`src/rtl/digit_serial_adder_pkg.sv`:
```
// Shared types and helpers for the digit-serial adder/subtractor.
package digit_serial_adder_pkg;

    typedef enum logic [1:0] {
        IDLE = 2'd0,
        RUN  = 2'd1,
        DONE = 2'd2
    } dsa_state_t;

    // Digit counter width; never zero, even when one digit covers the whole word.
    function automatic int unsigned dsa_cnt_w(input int unsigned ndig);
        return (ndig > 1) ? int'($clog2(ndig)) : 1;
    endfunction

endpackage

```
`src/rtl/digit_serial_adder_digit_adder.sv`:
```
// Combinational ripple-carry slice handling one DIGIT-bit digit.
// With DIGIT_SERIAL_ADDER_OVF_EN the carry into the top bit is exported
// so the parent can derive signed overflow.
module digit_adder #(
    parameter int unsigned DIGIT = 1
) (
    input  logic [DIGIT-1:0] a,
    input  logic [DIGIT-1:0] b,
    input  logic             cin,
    output logic [DIGIT-1:0] sum,
    output logic             cout
`ifdef DIGIT_SERIAL_ADDER_OVF_EN
    ,
    output logic             c_msb
`endif
);

    logic [DIGIT:0] carry;

    assign carry[0] = cin;

    for (genvar i = 0; i < DIGIT; i++) begin : g_bit
        assign sum[i]     = a[i] ^ b[i] ^ carry[i];
        assign carry[i+1] = (a[i] & b[i]) | (a[i] & carry[i]) | (b[i] & carry[i]);
    end

    assign cout = carry[DIGIT];

`ifdef DIGIT_SERIAL_ADDER_OVF_EN
    assign c_msb = carry[DIGIT-1];
`endif

endmodule

```
`src/rtl/digit_serial_adder.sv`:
```
// Digit-serial adder/subtractor: WIDTH-bit operands processed DIGIT bits per
// cycle, LSB first, behind valid/ready handshakes on both sides.
// Optional signed-overflow output enabled by DIGIT_SERIAL_ADDER_OVF_EN.
module digit_serial_adder
    import digit_serial_adder_pkg::*;
#(
    parameter int unsigned WIDTH = 8,
    parameter int unsigned DIGIT = 1
) (
    input  logic             clk,
    input  logic             rst,
    input  logic             in_valid,
    output logic             in_ready,
    input  logic [WIDTH-1:0] a,
    input  logic [WIDTH-1:0] b,
    input  logic             cin,
    input  logic             sub,
    output logic             out_valid,
    input  logic             out_ready,
    output logic [WIDTH-1:0] s,
    output logic             cout
`ifdef DIGIT_SERIAL_ADDER_OVF_EN
    ,
    output logic             ovf
`endif
);

    localparam int unsigned NDIG  = (DIGIT == 0) ? 1 : WIDTH / DIGIT;
    localparam int unsigned CNT_W = dsa_cnt_w(NDIG);

    if (WIDTH < 1 || DIGIT < 1 || (WIDTH % DIGIT) != 0) begin : g_bad_params
        $error("digit_serial_adder: WIDTH must be >= 1 and a multiple of DIGIT");
    end

    dsa_state_t       state_q, state_d;
    logic [WIDTH-1:0] a_q, a_d;
    logic [WIDTH-1:0] b_q, b_d;
    logic [WIDTH-1:0] s_q, s_d;
    logic             carry_q, carry_d;
    logic [CNT_W-1:0] cnt_q, cnt_d;
    logic             cout_q, cout_d;
    logic [DIGIT-1:0] dig_sum;
    logic             dig_cout;
    logic             last_dig;
`ifdef DIGIT_SERIAL_ADDER_OVF_EN
    logic             ovf_q, ovf_d;
    logic             dig_cmsb;
`endif

    // Operands shift right each RUN cycle, so the current digit is always at the bottom.
    digit_adder #(
        .DIGIT (DIGIT)
    ) u_digit_adder (
        .a     (a_q[DIGIT-1:0]),
        .b     (b_q[DIGIT-1:0]),
        .cin   (carry_q),
        .sum   (dig_sum),
        .cout  (dig_cout)
`ifdef DIGIT_SERIAL_ADDER_OVF_EN
        ,
        .c_msb (dig_cmsb)
`endif
    );

    assign last_dig = (cnt_q == CNT_W'(NDIG - 1));

    // State register.
    always_ff @(posedge clk) begin
        if (rst) begin
            state_q <= IDLE;
        end else begin
            state_q <= state_d;
        end
    end

    // Next-state logic.
    always_comb begin
        state_d = state_q;
        unique case (state_q)
            IDLE:    if (in_valid)  state_d = RUN;
            RUN:     if (last_dig)  state_d = DONE;
            DONE:    if (out_ready) state_d = IDLE;
            default: state_d = IDLE;
        endcase
    end

    // Handshake outputs, decoded from registered state only.
    always_comb begin
        in_ready  = (state_q == IDLE);
        out_valid = (state_q == DONE);
    end

    // Datapath next-state: operand capture on accept, one digit per RUN cycle.
    always_comb begin
        a_d     = a_q;
        b_d     = b_q;
        s_d     = s_q;
        carry_d = carry_q;
        cnt_d   = cnt_q;
        cout_d  = cout_q;
`ifdef DIGIT_SERIAL_ADDER_OVF_EN
        ovf_d   = ovf_q;
`endif
        unique case (state_q)
            IDLE: begin
                if (in_valid) begin
                    a_d     = a;
                    // Subtraction as a + ~b + ~cin.
                    b_d     = sub ? ~b : b;
                    carry_d = cin ^ sub;
                    cnt_d   = '0;
                end
            end
            RUN: begin
                a_d = a_q >> DIGIT;
                b_d = b_q >> DIGIT;
                s_d[32'(cnt_q) * DIGIT +: DIGIT] = dig_sum;
                carry_d = dig_cout;
                if (last_dig) begin
                    cout_d = dig_cout;
`ifdef DIGIT_SERIAL_ADDER_OVF_EN
                    ovf_d  = dig_cmsb ^ dig_cout;
`endif
                end else begin
                    cnt_d = cnt_q + CNT_W'(1);
                end
            end
            default: ;
        endcase
    end

    // Datapath registers.
    always_ff @(posedge clk) begin
        if (rst) begin
            a_q     <= '0;
            b_q     <= '0;
            s_q     <= '0;
            carry_q <= 1'b0;
            cnt_q   <= '0;
            cout_q  <= 1'b0;
`ifdef DIGIT_SERIAL_ADDER_OVF_EN
            ovf_q   <= 1'b0;
`endif
        end else begin
            a_q     <= a_d;
            b_q     <= b_d;
            s_q     <= s_d;
            carry_q <= carry_d;
            cnt_q   <= cnt_d;
            cout_q  <= cout_d;
`ifdef DIGIT_SERIAL_ADDER_OVF_EN
            ovf_q   <= ovf_d;
`endif
        end
    end

    assign s    = s_q;
    assign cout = cout_q;
`ifdef DIGIT_SERIAL_ADDER_OVF_EN
    assign ovf  = ovf_q;
`endif

endmodule

```
`config.mk`:
```
export PLATFORM = sky130hd
export DESIGN_NAME = digit_serial_adder
export DESIGN_NICKNAME = d
export VERILOG_FILES = /design/src/rtl/digit_serial_adder_pkg.sv /design/src/rtl/digit_serial_adder_digit_adder.sv /design/src/rtl/digit_serial_adder.sv
export SDC_FILE = /design/constraint.sdc
export NUM_CORES = 1
export LEC_CHECK = 0
export ABC_AREA = 0
export CAP_MARGIN = 0
export CELL_PAD_IN_SITES_DETAIL_PLACEMENT = 1
export CELL_PAD_IN_SITES_GLOBAL_PLACEMENT = 1
export CORE_MARGIN = 2
export CORE_UTILIZATION = 35
export CTS_CLUSTER_SIZE = 28
export DETAILED_ROUTE_END_ITERATION = 8
export GPL_TIMING_DRIVEN = 0
export PLACE_DENSITY_LB_ADDON = 0.1
export SETUP_SLACK_MARGIN = 0.05
export SLEW_MARGIN = 30
export SYNTH_ARGS = -nofsm -noshare
export SYNTH_HDL_FRONTEND = slang
export SYNTH_SLANG_ARGS = --single-unit
```
`constraint.sdc`:
```
create_clock -name clk -period 1.9 [get_ports clk]
set_input_delay 0.285 -clock clk [delete_from_list [all_inputs] [get_ports clk]]
set_output_delay 0.285 -clock clk [all_outputs]
set_load 0.02 [all_outputs]
```
After elaboration in Yosys (flattened, before gate mapping):

Cells that the tools add are included.

* add/sub/neg operators: 2
* equality and inequality tests: 7
* shift operators: 2
* multiplexer cells: 15
* bitwise gates (word level): 9
* reduce and logical (&&, ||, !) cells: 6

Operator list (number)
* 3-bit negator with 34-bit output: 1
* 1-bit by 34-bit variable shift with 8-bit output, first input constant: 1
* 1-bit by 34-bit indexed part select with 8-bit output: 1
* 8-bit one-hot mux with 2 select lines: 2
* 8-bit two-way mux: 3
* 8-bit bitwise mux: 1
* 8-bit NOT: 1
* 2-bit two-way mux: 3
* 3-bit two-way mux: 2
* 2-bit != test, second input constant: 3
* 2-bit one-hot mux with 3 select lines: 1
* 3-bit one-hot mux with 2 select lines: 1
* 3-bit AND reduction: 2
* 2-bit AND reduction: 2
* 3-bit by 1-bit adder with 3-bit output, second input constant: 1
* 1-bit AND: 3
* 3-bit equality test, second input constant: 1
* 1-bit bitwise XOR: 3
* 2-bit by 1-bit equality test with 1-bit output, second input constant: 1
* 2-bit equality test, second input constant: 1
* 2-bit logical NOT: 1
* 2-bit by 1-bit != test with 1-bit output, second input constant: 1
* 1-bit OR: 2
* 1-bit one-hot mux with 2 select lines: 1
* other kinds (2): 2

* register bits: 31
* input port bits: 22
* output and inout bits: 11
* logic and storage cells: 48

Logic depth before layout (Yosys ltp):

Gate-level depths: netlist of run 1.

* depth after elaboration: 4
* gate-level depth with buffers: 7

By module:

From an unflattened synthesis of run 1, not the netlist that was laid out.

* cell total of the unflattened synthesis: 183
* area total of the unflattened synthesis: 1636.6 µm²

By module, submodules not included
* digit_serial_adder: times used 1, cells each 182, area each 1616.6 µm², sequential area each 620.6 µm²
* digit_adder: times used 1, cells each 1, area each 20.0 µm², sequential area each 0.0 µm²

Worst setup path after synthesis of run 1:

OpenSTA, ideal clock, no wires.

* kind: flip-flop to flip-flop
* from: register cnt_q[0]
* to: register s_q[0], in the netlist s[0]
* setup time: 0.134 ns
* arrival: 1.712 ns
* slack: 0.054 ns
* cell stages (with the launch flop): 8
* buffers on the path: 1
* path through: dfxtp_1 inv_2 ha_1 ha_1 clkbuf_1 nor4b_1 and4_1 nor3_1

* longest elaborated chain between the ends: 3
* elaborated cells on any way between the ends: 4
* classes of those cells: 1 x add/sub; 2 x shift; 1 x mux

RTL lines
* from (decl): line digit_serial_adder.sv:40 `logic [CNT_W-1:0] cnt_q, cnt_d;`
* from (signal assigned): line digit_serial_adder.sv:149 `cnt_q <= cnt_d;`
* 3-bit negator with 34-bit output (*): line digit_serial_adder.sv:117 `s_d[32'(cnt_q) * DIGIT +: DIGIT] = dig_sum;`
* 1-bit by 34-bit indexed part select with 8-bit output / 1-bit by 34-bit variable shift with 8-bit output (equally long branches): line digit_serial_adder.sv:117
* 8-bit bitwise mux (*): line digit_serial_adder.sv:117
* to (signal assigned): line digit_serial_adder.sv:137 `s_q <= '0;`
* to (signal assigned): line digit_serial_adder.sv:147 `s_q <= s_d;`
* to (decl): line digit_serial_adder.sv:38 `logic [WIDTH-1:0] s_q, s_d;`

Mark *: on every way between the ends. The rest lies on a longest branch, timed or not.
A chain may end at the register's enable or synchronous reset.

Final worst setup path of run 1:

* from: register carry_q
* to: register s_q[7], in the netlist s[7]

* longest elaborated chain between the ends: 3

RTL lines
* from (decl): line digit_serial_adder.sv:39 `logic carry_q, carry_d;`
* from (signal assigned): line digit_serial_adder.sv:148 `carry_q <= carry_d;`
* 1-bit bitwise XOR: line digit_serial_adder_digit_adder.sv:23 `assign sum[i] = a[i] ^ b[i] ^ carry[i];`
* 1-bit by 34-bit indexed part select with 8-bit output: line digit_serial_adder.sv:117
* 8-bit bitwise mux: line digit_serial_adder.sv:117

No other way between the ends.

==> results of run 1 <==
sequential cells by signal, summed over array words and instances, names as in the netlist:
signal,cells
cout,1
cnt_q,3
a_q,8
state_q,2
s,8
carry_q,1
b_q,8
cells in the mapped netlist (all sizes together):
library cell  number  area [um^2]
nand3b             2        15.01
inv                7        26.27
nor4b              4        47.55
mux2i              9        90.09
a211oi             5        47.54
nand2              8        30.03
a22oi             10        75.07
buf                7        57.55
or2                1        6.260
a311oi             2        23.77
a21oi              8        40.04
nand4              3        18.77
nand3              1        5.000
nand4bb            1        11.26
o21ba              1        10.01
fa                 1        20.02
clkbuf             6        23.77
dfxtp             31        620.6
a221oi             1        8.760
nand2b            13        81.33
nor3b              1        12.51
or4                1        11.26
nor2              14        52.55
nor2b              4        25.02
o31ai              1        7.510
or3                1        6.260
nand4b             1        8.760
xnor2              8        70.07
nor3               2        10.01
xor2               1        8.760
o22ai              8        50.05
o21bai             1        11.26
o2111ai            1        8.760
ha                 7        87.58
a2bb2oi            1        8.760
and4               1        8.760
a31oi              1        6.260
critical path, stage by stage, from the launching register on:
cell and delay (ns):
dfxtp_1 0.34, inv_1 0.06, fa_1 0.48, or2_1 0.24
or4_4 0.43, mux2i_1 0.15
placed cells by master, fill, tap and decap left out, types with 3 or more instances in the layout:
cell             instances
clkdlybuf4s50_1         29
dfxtp_1                 27
nor2_1                  14
nand2b_1                13
a22oi_1                 10
mux2i_1                  9
a21oi_1                  8
nand2_1                  8
xnor2_1                  8
o22ai_1                  8
buf_4                    6
inv_1                    6
ha_1                     6
clkbuf_8                 6
nor2b_1                  4
clkbuf_1                 4
nand4_1                  3
a211oi_1                 3
cells by family after synthesis:
| group | count (synthesis) | synth area share (%) |
|---|---|---|
| AND/OR/NAND/NOR | 58 | 21.20 |
| AO/OA/AOI/OAI | 40 | 18.02 |
| flip-flops | 31 | 37.55 |
| buffers and inverters | 20 | 6.509 |
| XOR/XNOR | 9 | 4.769 |
| multiplexers | 9 | 5.451 |
| adder cells (fa/ha/maj) | 8 | 6.510 |
final timing paths:
kind | cells after the start | to
setup / recovery | 5 | s[7]$_SDFFE_PP0P_
hold / removal | 3 | s[5]$_SDFFE_PP0P_
setup reg to reg | 5 | s[7]$_SDFFE_PP0P_
hold reg to reg | 2 | s[4]$_SDFFE_PP0P_
where the power goes:
part / leakage (nW) / internal (mW) / total, mW / switching [mW]
logic: 0.515 / 0.157 / 0.314 / 0.157
clock network: 0.0612 / 0.424 / 0.689 / 0.265
registers: 0.256 / 0.686 / 0.710 / 0.0235
final cells by class:
type,instances,share of cell area (%)
Clock inverter,2,1.604
Clock buffer,6,3.780
Multi-Input combinational cell,124,43.36
Sequential cell,31,28.87
Timing Repair Buffer,32,14.55
Buffer,12,3.551
Inverter,7,1.203
Tap cell,54,3.093
what timing repair did:
| item | in CTS | in global routing |
|---|---|---|
| setup buffers | 0 | 2 |
| pin swaps | 1 | 2 |
| resized for setup | 6 | 6 |
| setup endpoints to repair | 9 | 5 |
| hold buffers | 0 | 0 |
layer usage:
layer	vias up	GRT usage (%)	share of wire (%)
li1	703	-	-
met2	29	28.79	46
met4	0	6.790	1.5
met5	-	0	0
met3	6	5.387	4.3
met1	677	21.94	48
==> impl_metrics.py, run 1 <==
metrics = {
    "timing": {
        "worst_pin_slew_ns": 0.5524,
        "hold_viol": 0,
        "rsz0062_at_grt": "no",
        "fin_setup_tns_ns": 0,
        "maxSlewViolCount": 0,
        "whs_ns": 0.3079,
        "setup_viol": 0,
        "finalCritPeriodShare_pct": 93.43,
        "worst_clock_skew_ns": 0.007341,
        "slew-limit-headroom_pct": 63.18,
        "layout_setup_ws_ns": 0.1249,
        "max_freq_ghz": 0.5633,
        "period_minus_slack_ns": 1.775,
    },
    "global_routing": {
        "grt_pass1_wl_um": 7120,
        "grt_overflow": 0,
        "grt_max_degree": 11,
        "grt_util_all_layers_pct": 17.70,
        "first_global_vias": 1477,
        "antenna_found_initial": 0,
    },
    "min_path": {
        "hold_path.class": "in -> reg",
        "hp-start": "rst",
    },
    "detailed_routing": {
        "drc": 0,
        "vias": 1415,
        "drtAntennaViolNets": 0,
        "dr.pass1.iters": 4,
        "routed_via_density": 5.280,
        "drt_iter0_markers": 72,
        "post_drt_wl_per_cell_um": 15.74,
        "drt_wl_total_um": 4217,
    },
    "clock_network": {
        "cts_buffers": 5,
        "cts_tree": "yes",
        "cts_buffer_depth": 2,
        "htreeDepth": 2,
        "root_buffer": "clkbuf_8",
        "clk_latency_ns": 0.29,
        "cts.clk_slew.worst_paths_ns": 0.07,
        "clkSinkCount": 31,
    },
    "placed_design": {
        "dpl_cell_area_um2": 2021,
        "dp_hpwl_um": 3107,
        "io_buffers": 30,
        "gp_congestion": 0.8504,
        "post-place-ws_ns": -0.2326,
        "placedCellCount": 259,
    },
    "critical_path": {
        "cp-startpoint": "carry_q$_SDFFE_PP0P_",
        "cp_max_fo": 3,
        "cp-end-kind": "flip-flop",
        "r2r_slack_ns": 0.12,
        "cp-start-kind": "flip-flop",
        "cp.required_ns": 2.12,
        "cp.arrival_ns": 2.00,
        "r2r_start": "carry_q$_SDFFE_PP0P_",
        "path_class": "reg -> reg",
    },
    "power": {
        "power_leakage_nw": 0.8318,
        "total_power_mw": 1.712,
        "powerDensity_nw_per_um2": 783.8,
        "ir_worst_vdd_mv": 0.3860,
    },
    "synthesis": {
        "synthCells": 175,
        "synth_warnings": 0,
        "synth_seq_cells": 31,
        "synth_fp_nets": 205,
        "synth_cell_type_count": 44,
        "syn-cell-area_um2": 1653,
        "synth_seq_area_share_pct": 37.55,
        "avgSynthCellArea_um2": 9.445,
    },
    "final_layout": {
        "syn_to_final_growth_pct": 32.17,
        "multi_input_area_um2": 947.2,
        "finish.instance_area_um2": 2185,
        "final_core_util_pct": 47.19,
        "drive_gt1_share_pct": 16.36,
        "final_cells": 268,
        "diodes": 0,
        "regArea_um2": 630.6,
        "nFillCells": 538,
        "nets": 243,
    },
    "floorplan": {
        "core_area_um2": 4629,
        "die_width_um": 72.72,
        "start_util_pct": 35.70,
        "ios": 33,
        "die-area_um2": 5288,
        "die-height_um": 72.72,
        "row_count": 25,
    },
    "run_status": {
        "status": "complete, no violations",
    },
    "job": {
        "drv_cap": 0,
    },
}
Power figures use the tool's default switching activity.
==> run 2: changes to the inputs <==
--- a/config.mk
+++ b/config.mk
@@ -14,7 +14,7 @@
 export CTS_CLUSTER_SIZE = 28
 export DETAILED_ROUTE_END_ITERATION = 8
 export GPL_TIMING_DRIVEN = 0
-export PLACE_DENSITY_LB_ADDON = 0.1
+export PLACE_DENSITY = 0.8
 export SETUP_SLACK_MARGIN = 0.05
 export SLEW_MARGIN = 30
 export SYNTH_ARGS = -nofsm -noshare
==> impl_metrics.py, run 2 (same netlist as run 1, synthesis figures left out) <==
metrics = {
    "floorplan": {
        "die_width_um": 72.72,
        "start_util_pct": 35.70,
        "core_area_um2": 4629,
        "ios": 33,
        "row_count": 25,
        "die-area_um2": 5288,
        "die-height_um": 72.72,
    },
    "power": {
        "ir_worst_vdd_mv": 0.3550,
        "power_leakage_nw": 0.8208,
        "powerDensity_nw_per_um2": 784.1,
        "total_power_mw": 1.704,
    },
    "critical_path": {
        "cp-end-kind": "flip-flop",
        "r2r_start": "b_q[0]$_SDFFE_PP0P_",
        "path_class": "reg -> reg",
        "cp-start-kind": "flip-flop",
        "cp.required_ns": 2.11,
        "cp-startpoint": "b_q[0]$_SDFFE_PP0P_",
        "cp.arrival_ns": 2.01,
        "cp_max_fo": 3,
    },
    "final_layout": {
        "drive_gt1_share_pct": 15.89,
        "layout_commonest_cell": "clkdlybuf4s50_1",
        "finish.instance_area_um2": 2173,
        "nets": 243,
        "syn_to_final_growth_pct": 31.49,
        "final_cells": 268,
        "most-common-layout-cells": "29 x clkdlybuf4s50_1, 28 x dfxtp_1, 14 x nor2_1",
        "diodes": 0,
        "final_core_util_pct": 46.95,
    },
    "timing": {
        "worst_clock_skew_ns": 0.006830,
        "worst_pin_slew_ns": 0.6038,
        "period_minus_slack_ns": 1.799,
        "slew-limit-headroom_pct": 59.44,
        "maxSlewViolCount": 0,
        "rsz0062_at_grt": "no",
        "finalCritPeriodShare_pct": 94.70,
        "max_freq_ghz": 0.5557,
        "setup_viol": 0,
        "hold_viol": 0,
        "layout_setup_ws_ns": 0.1006,
        "fin_setup_tns_ns": 0,
        "whs_ns": 0.3163,
    },
    "detailed_routing": {
        "routed_via_density": 5.257,
        "drc": 0,
        "drt_wl_total_um": 4114,
        "dr.pass1.iters": 4,
        "drt_iter0_markers": 60,
        "drtAntennaViolNets": 0,
        "post_drt_wl_per_cell_um": 15.35,
        "vias": 1409,
    },
    "run_status": {
        "status": "complete, no violations",
    },
    "global_routing": {
        "antenna_found_initial": 0,
        "first_global_vias": 1415,
        "grt_pass1_wl_um": 6844,
        "grt_max_degree": 11,
        "grt_overflow": 0,
        "grt_util_all_layers_pct": 16.75,
    },
    "placed_design": {
        "dpl_cell_area_um2": 2021,
        "placedCellCount": 259,
        "dp_hpwl_um": 2902,
        "gp_congestion": 0.8430,
        "io_buffers": 30,
        "post-place-ws_ns": -0.1747,
    },
    "min_path": {
        "hp-start": "rst",
        "hold_path.class": "in -> reg",
    },
    "job": {
        "drv_cap": 0,
    },
    "clock_network": {
        "cts_buffer_depth": 2,
        "cts_hold_buffers": 0,
        "htreeDepth": 2,
        "cts_tree": "yes",
        "clk_latency_ns": 0.28,
        "root_buffer": "clkbuf_8",
        "cts.clk_slew.worst_paths_ns": 0.07,
        "cts_buffers": 5,
        "clkSinkCount": 31,
    },
}
==> run 2: cell counts in the layout (fill, tap and decap cells not counted) <==
No cell type changed its count.
==> run 2: critical path, cell delays in order, from the launching register on <==
cell     delay [ns]
dfxtp_1        0.33
inv_1          0.06
fa_1           0.51
or2_1          0.25
or4_4          0.43
mux2i_1        0.15
==> run 2: layer usage <==
layer	wire length, um	track usage [%]	up-vias
met5	0	0	-
met3	137	4.144	5
met1	1899	22.18	671
met4	39	4.938	0
li1	-	-	705
met2	2037	26.97	28
==> run 2: final timing paths <==
| kind | slack (ns) | to | cells past startpoint |
|---|---|---|---|
| max | 0.10 | s[7]$_SDFFE_PP0P_ | 5 |
| min | 0.32 | s[5]$_SDFFE_PP0P_ | 3 |
| max reg2reg | 0.10 | s[7]$_SDFFE_PP0P_ | 5 |
| min reg2reg | 0.48 | s[6]$_SDFFE_PP0P_ | 2 |
==> run 2: final cells by class <==
| type | count | area, um^2 |
|---|---|---|
| clock buffers | 6 | 82.58 |
| flip-flops and latches | 31 | 626.9 |
| clock inverters | 2 | 35.03 |
| well taps | 54 | 67.56 |
| multi-input cells | 124 | 939.7 |
| fillers | 537 | 2456 |
| repair buffers | 32 | 317.8 |
| plain buffers | 12 | 77.57 |
| inverters | 7 | 26.28 |
==> run 2: where the power goes <==
group          internal, mW  switching (mW)  leakage [nW]
Sequential            0.687          0.0235         0.255
Clock                 0.424           0.255        0.0612
Combinational         0.156           0.159         0.504
Total                  1.27           0.437         0.821
==> run 2: timing repair <==
action                     4_1_cts  5_1_grt
buffers inserted                 0        2
gates resized for setup          5        4
pin swaps                        0        2
setup endpoints to repair        9        7
==> run 3: changes to the inputs <==
--- a/config.mk
+++ b/config.mk
@@ -6,6 +6,7 @@
 export NUM_CORES = 1
 export LEC_CHECK = 0
 export ABC_AREA = 0
+export ABC_CLOCK_PERIOD_IN_PS = 1900
 export CAP_MARGIN = 0
 export CELL_PAD_IN_SITES_DETAIL_PLACEMENT = 1
 export CELL_PAD_IN_SITES_GLOBAL_PLACEMENT = 1
@@ -13,7 +14,6 @@
 export CORE_UTILIZATION = 35
 export CTS_CLUSTER_SIZE = 28
 export DETAILED_ROUTE_END_ITERATION = 8
-export GPL_TIMING_DRIVEN = 0
 export PLACE_DENSITY = 0.8
 export SETUP_SLACK_MARGIN = 0.05
 export SLEW_MARGIN = 30
==> impl_metrics.py, run 3 (same netlist as run 1, synthesis figures left out) <==
metrics = {
    "floorplan": {
        "row_count": 25,
        "ios": 33,
        "die-area_um2": 5288,
        "start_util_pct": 35.70,
        "core_area_um2": 4629,
        "die_width_um": 72.72,
        "die-height_um": 72.72,
    },
    "detailed_routing": {
        "drc": 0,
        "routed_via_density": 5.348,
        "vias": 1428,
        "drt_iter0_markers": 40,
        "post_drt_wl_per_cell_um": 15.12,
        "dr.pass1.iters": 4,
        "drt_wl_total_um": 4037,
        "drtAntennaViolNets": 0,
    },
    "final_layout": {
        "most-common-layout-cells": "31 x clkdlybuf4s50_1, 30 x dfxtp_1, 14 x nor2_1",
        "diodes": 0,
        "drive_gt1_share_pct": 15.02,
        "layout_commonest_cell": "clkdlybuf4s50_1",
        "final_cells": 267,
        "nets": 242,
        "syn_to_final_growth_pct": 31.87,
    },
    "power": {
        "powerDensity_nw_per_um2": 733.2,
        "power_leakage_nw": 0.8265,
        "power.internal_mw": 1.169,
        "seq_power_share_pct": 44.4,
        "p_clk_share_pct": 36.3,
        "swShare_pct": 26.88,
        "p_comb_share_pct": 19.2,
        "switchingPower_uw": 429.6,
        "ir_worst_vdd_mv": 0.3853,
    },
    "critical_path": {
        "rr_endpoint": "s[7]$_SDFFE_PP0P_",
        "worst-r2r-cell-count": 5,
        "cp.required_ns": 2.12,
        "critPathBufInv": 1,
        "r2r_slack_ns": 0.13,
        "crit_family": "simple AND/OR/NAND/NOR gates",
        "crit_slowest_cell": "fa_1",
        "r2r_start": "carry_q$_SDFFE_PP0P_",
        "path_class": "reg -> reg",
        "cp-end-kind": "flip-flop",
        "cp_max_fo": 3,
        "cp-start-kind": "flip-flop",
        "max_stage_delay_ns": 0.50,
        "cp.arrival_ns": 1.98,
        "crit_chain": "inv_1 -> fa_1 -> or2_1 -> or4_4 -> mux2i_1",
    },
    "clock_network": {
        "cts_tree": "yes",
        "htreeDepth": 2,
        "cts.clk_slew.worst_paths_ns": 0.07,
        "cts_buffer_depth": 2,
        "clk_latency_ns": 0.29,
        "clkSinkCount": 31,
        "cts_buffers": 5,
        "root_buffer": "clkbuf_8",
    },
    "timing": {
        "period_minus_slack_ns": 1.765,
        "setup_viol": 0,
        "fin_setup_tns_ns": 0,
        "rsz0062_at_grt": "no",
        "max_freq_ghz": 0.5665,
        "finalCritPeriodShare_pct": 92.91,
        "slew-limit-headroom_pct": 57.48,
        "worst_pin_slew_ns": 0.6329,
        "hold_viol": 0,
        "maxSlewViolCount": 0,
        "worst_clock_skew_ns": 0.009649,
    },
    "global_routing": {
        "grt_util_all_layers_pct": 16.71,
        "grt_pass1_wl_um": 6858,
        "grt_max_degree": 37,
        "first_global_vias": 1431,
        "antenna_found_initial": 0,
        "grt_overflow": 0,
    },
    "job": {
        "drv_cap": 0,
    },
    "min_path": {
        "hp-start": "s[5]$_SDFFE_PP0P_",
        "hold_path.class": "reg -> reg",
        "worst_hold_path.endpoint": "s[5]$_SDFFE_PP0P_",
        "hold_depth": 2,
    },
    "run_status": {
        "status": "complete, no violations",
    },
    "placed_design": {
        "io_buffers": 32,
        "placedCellCount": 258,
        "gp_congestion": 0.8731,
        "dp_hpwl_um": 2863,
    },
}
## run 3: cell types whose count changed in the layout (fill, tap and decap cells not counted), moves of 2 or more
cell | before | now
clkbuf_1 | 4 | 1
buf_6 | 2 | 0
buf_4 | 6 | 10
dfxtp_1 | 28 | 30
clkdlybuf4s50_1 | 29 | 31
nor4b_2 | 4 | 2
## run 3: worst min-delay path: stages (launching register included)
cell,delay (ns)
dfxtp_1,0.32
nand2b_1,0.07
mux2i_1,0.06
## run 3: worst max-delay path by stage
stage | start | to | slack [ns] | cells past startpoint
floorplan | cnt_q[0]$_SDFFE_PP0P_ | s[0]$_SDFFE_PP0P_ | 0.05 | 7
global placement | carry_q$_SDFFE_PP0P_ | s[7]$_SDFFE_PP0P_ | 0.17 | 5
detailed placement | carry_q$_SDFFE_PP0P_ | s[7]$_SDFFE_PP0P_ | 0.1 | 5
CTS | carry_q$_SDFFE_PP0P_ | s[7]$_SDFFE_PP0P_ | 0.08 | 5
global route | carry_q$_SDFFE_PP0P_ | s[7]$_SDFFE_PP0P_ | 0.06 | 5
finish | carry_q$_SDFFE_PP0P_ | s[7]$_SDFFE_PP0P_ | 0.13 | 5
## run 3: area by class of cell
cell class / count / area (um^2)
multi-input combinational: 124 / 945.9
sequential: 31 / 621.8
fill: 529 / 2450
timing repair buffer: 43 / 417.9
clock buffer: 8 / 100.1
inverter: 7 / 26.28
tap: 54 / 67.56
## run 3: stage by stage
stage | utilization (%) | instance area, um^2 | total power, mW | hold slack (ns) | worst slack, ns
6_report | 47.08 | 2180 | 1.598 | 0.4866 | 0.1347
3_5_place_dp | 44.22 | 2047 | 1.020 | 0.4699 | 0.09743
2_1_floorplan | - | 1653 | 0.9145 | 0.4260 | 0.05400
5_1_grt | 47.08 | 2180 | 1.670 | 0.5096 | 0.05660
4_1_cts | 46.41 | 2148 | 1.600 | 0.4919 | 0.07901
3_3_place_gp | 44.22 | 2047 | 1.010 | 0.4621 | 0.1697
## run 3: what timing repair did
action	in CTS	in global routing
setup endpoints to repair	1	4
setup buffers	0	1
pin swaps	0	2
hold buffers	0	0
cloned	0	0
gates resized for setup	1	6
## run 3: power groups by stage
stage                     Sequential [mW]  Clock, mW  Combinational [mW]
final                               0.710      0.580               0.308
after global routing                0.715      0.616               0.339
after CTS                           0.710      0.594               0.297
after detailed placement            0.724          0               0.295
after global placement              0.723          0               0.287
after floorplan                     0.721          0               0.194
## run 3: per-layer routing
layer / global-route usage, % / part of all wire (%) / up-vias
met4: 6.379 / 1.6 / 0
met3: 4.144 / 3.7 / 8
li1: - / - / 703
met2: 27.58 / 47 / 30
met5: 0 / 0 / -
met1: 20.99 / 47 / 687
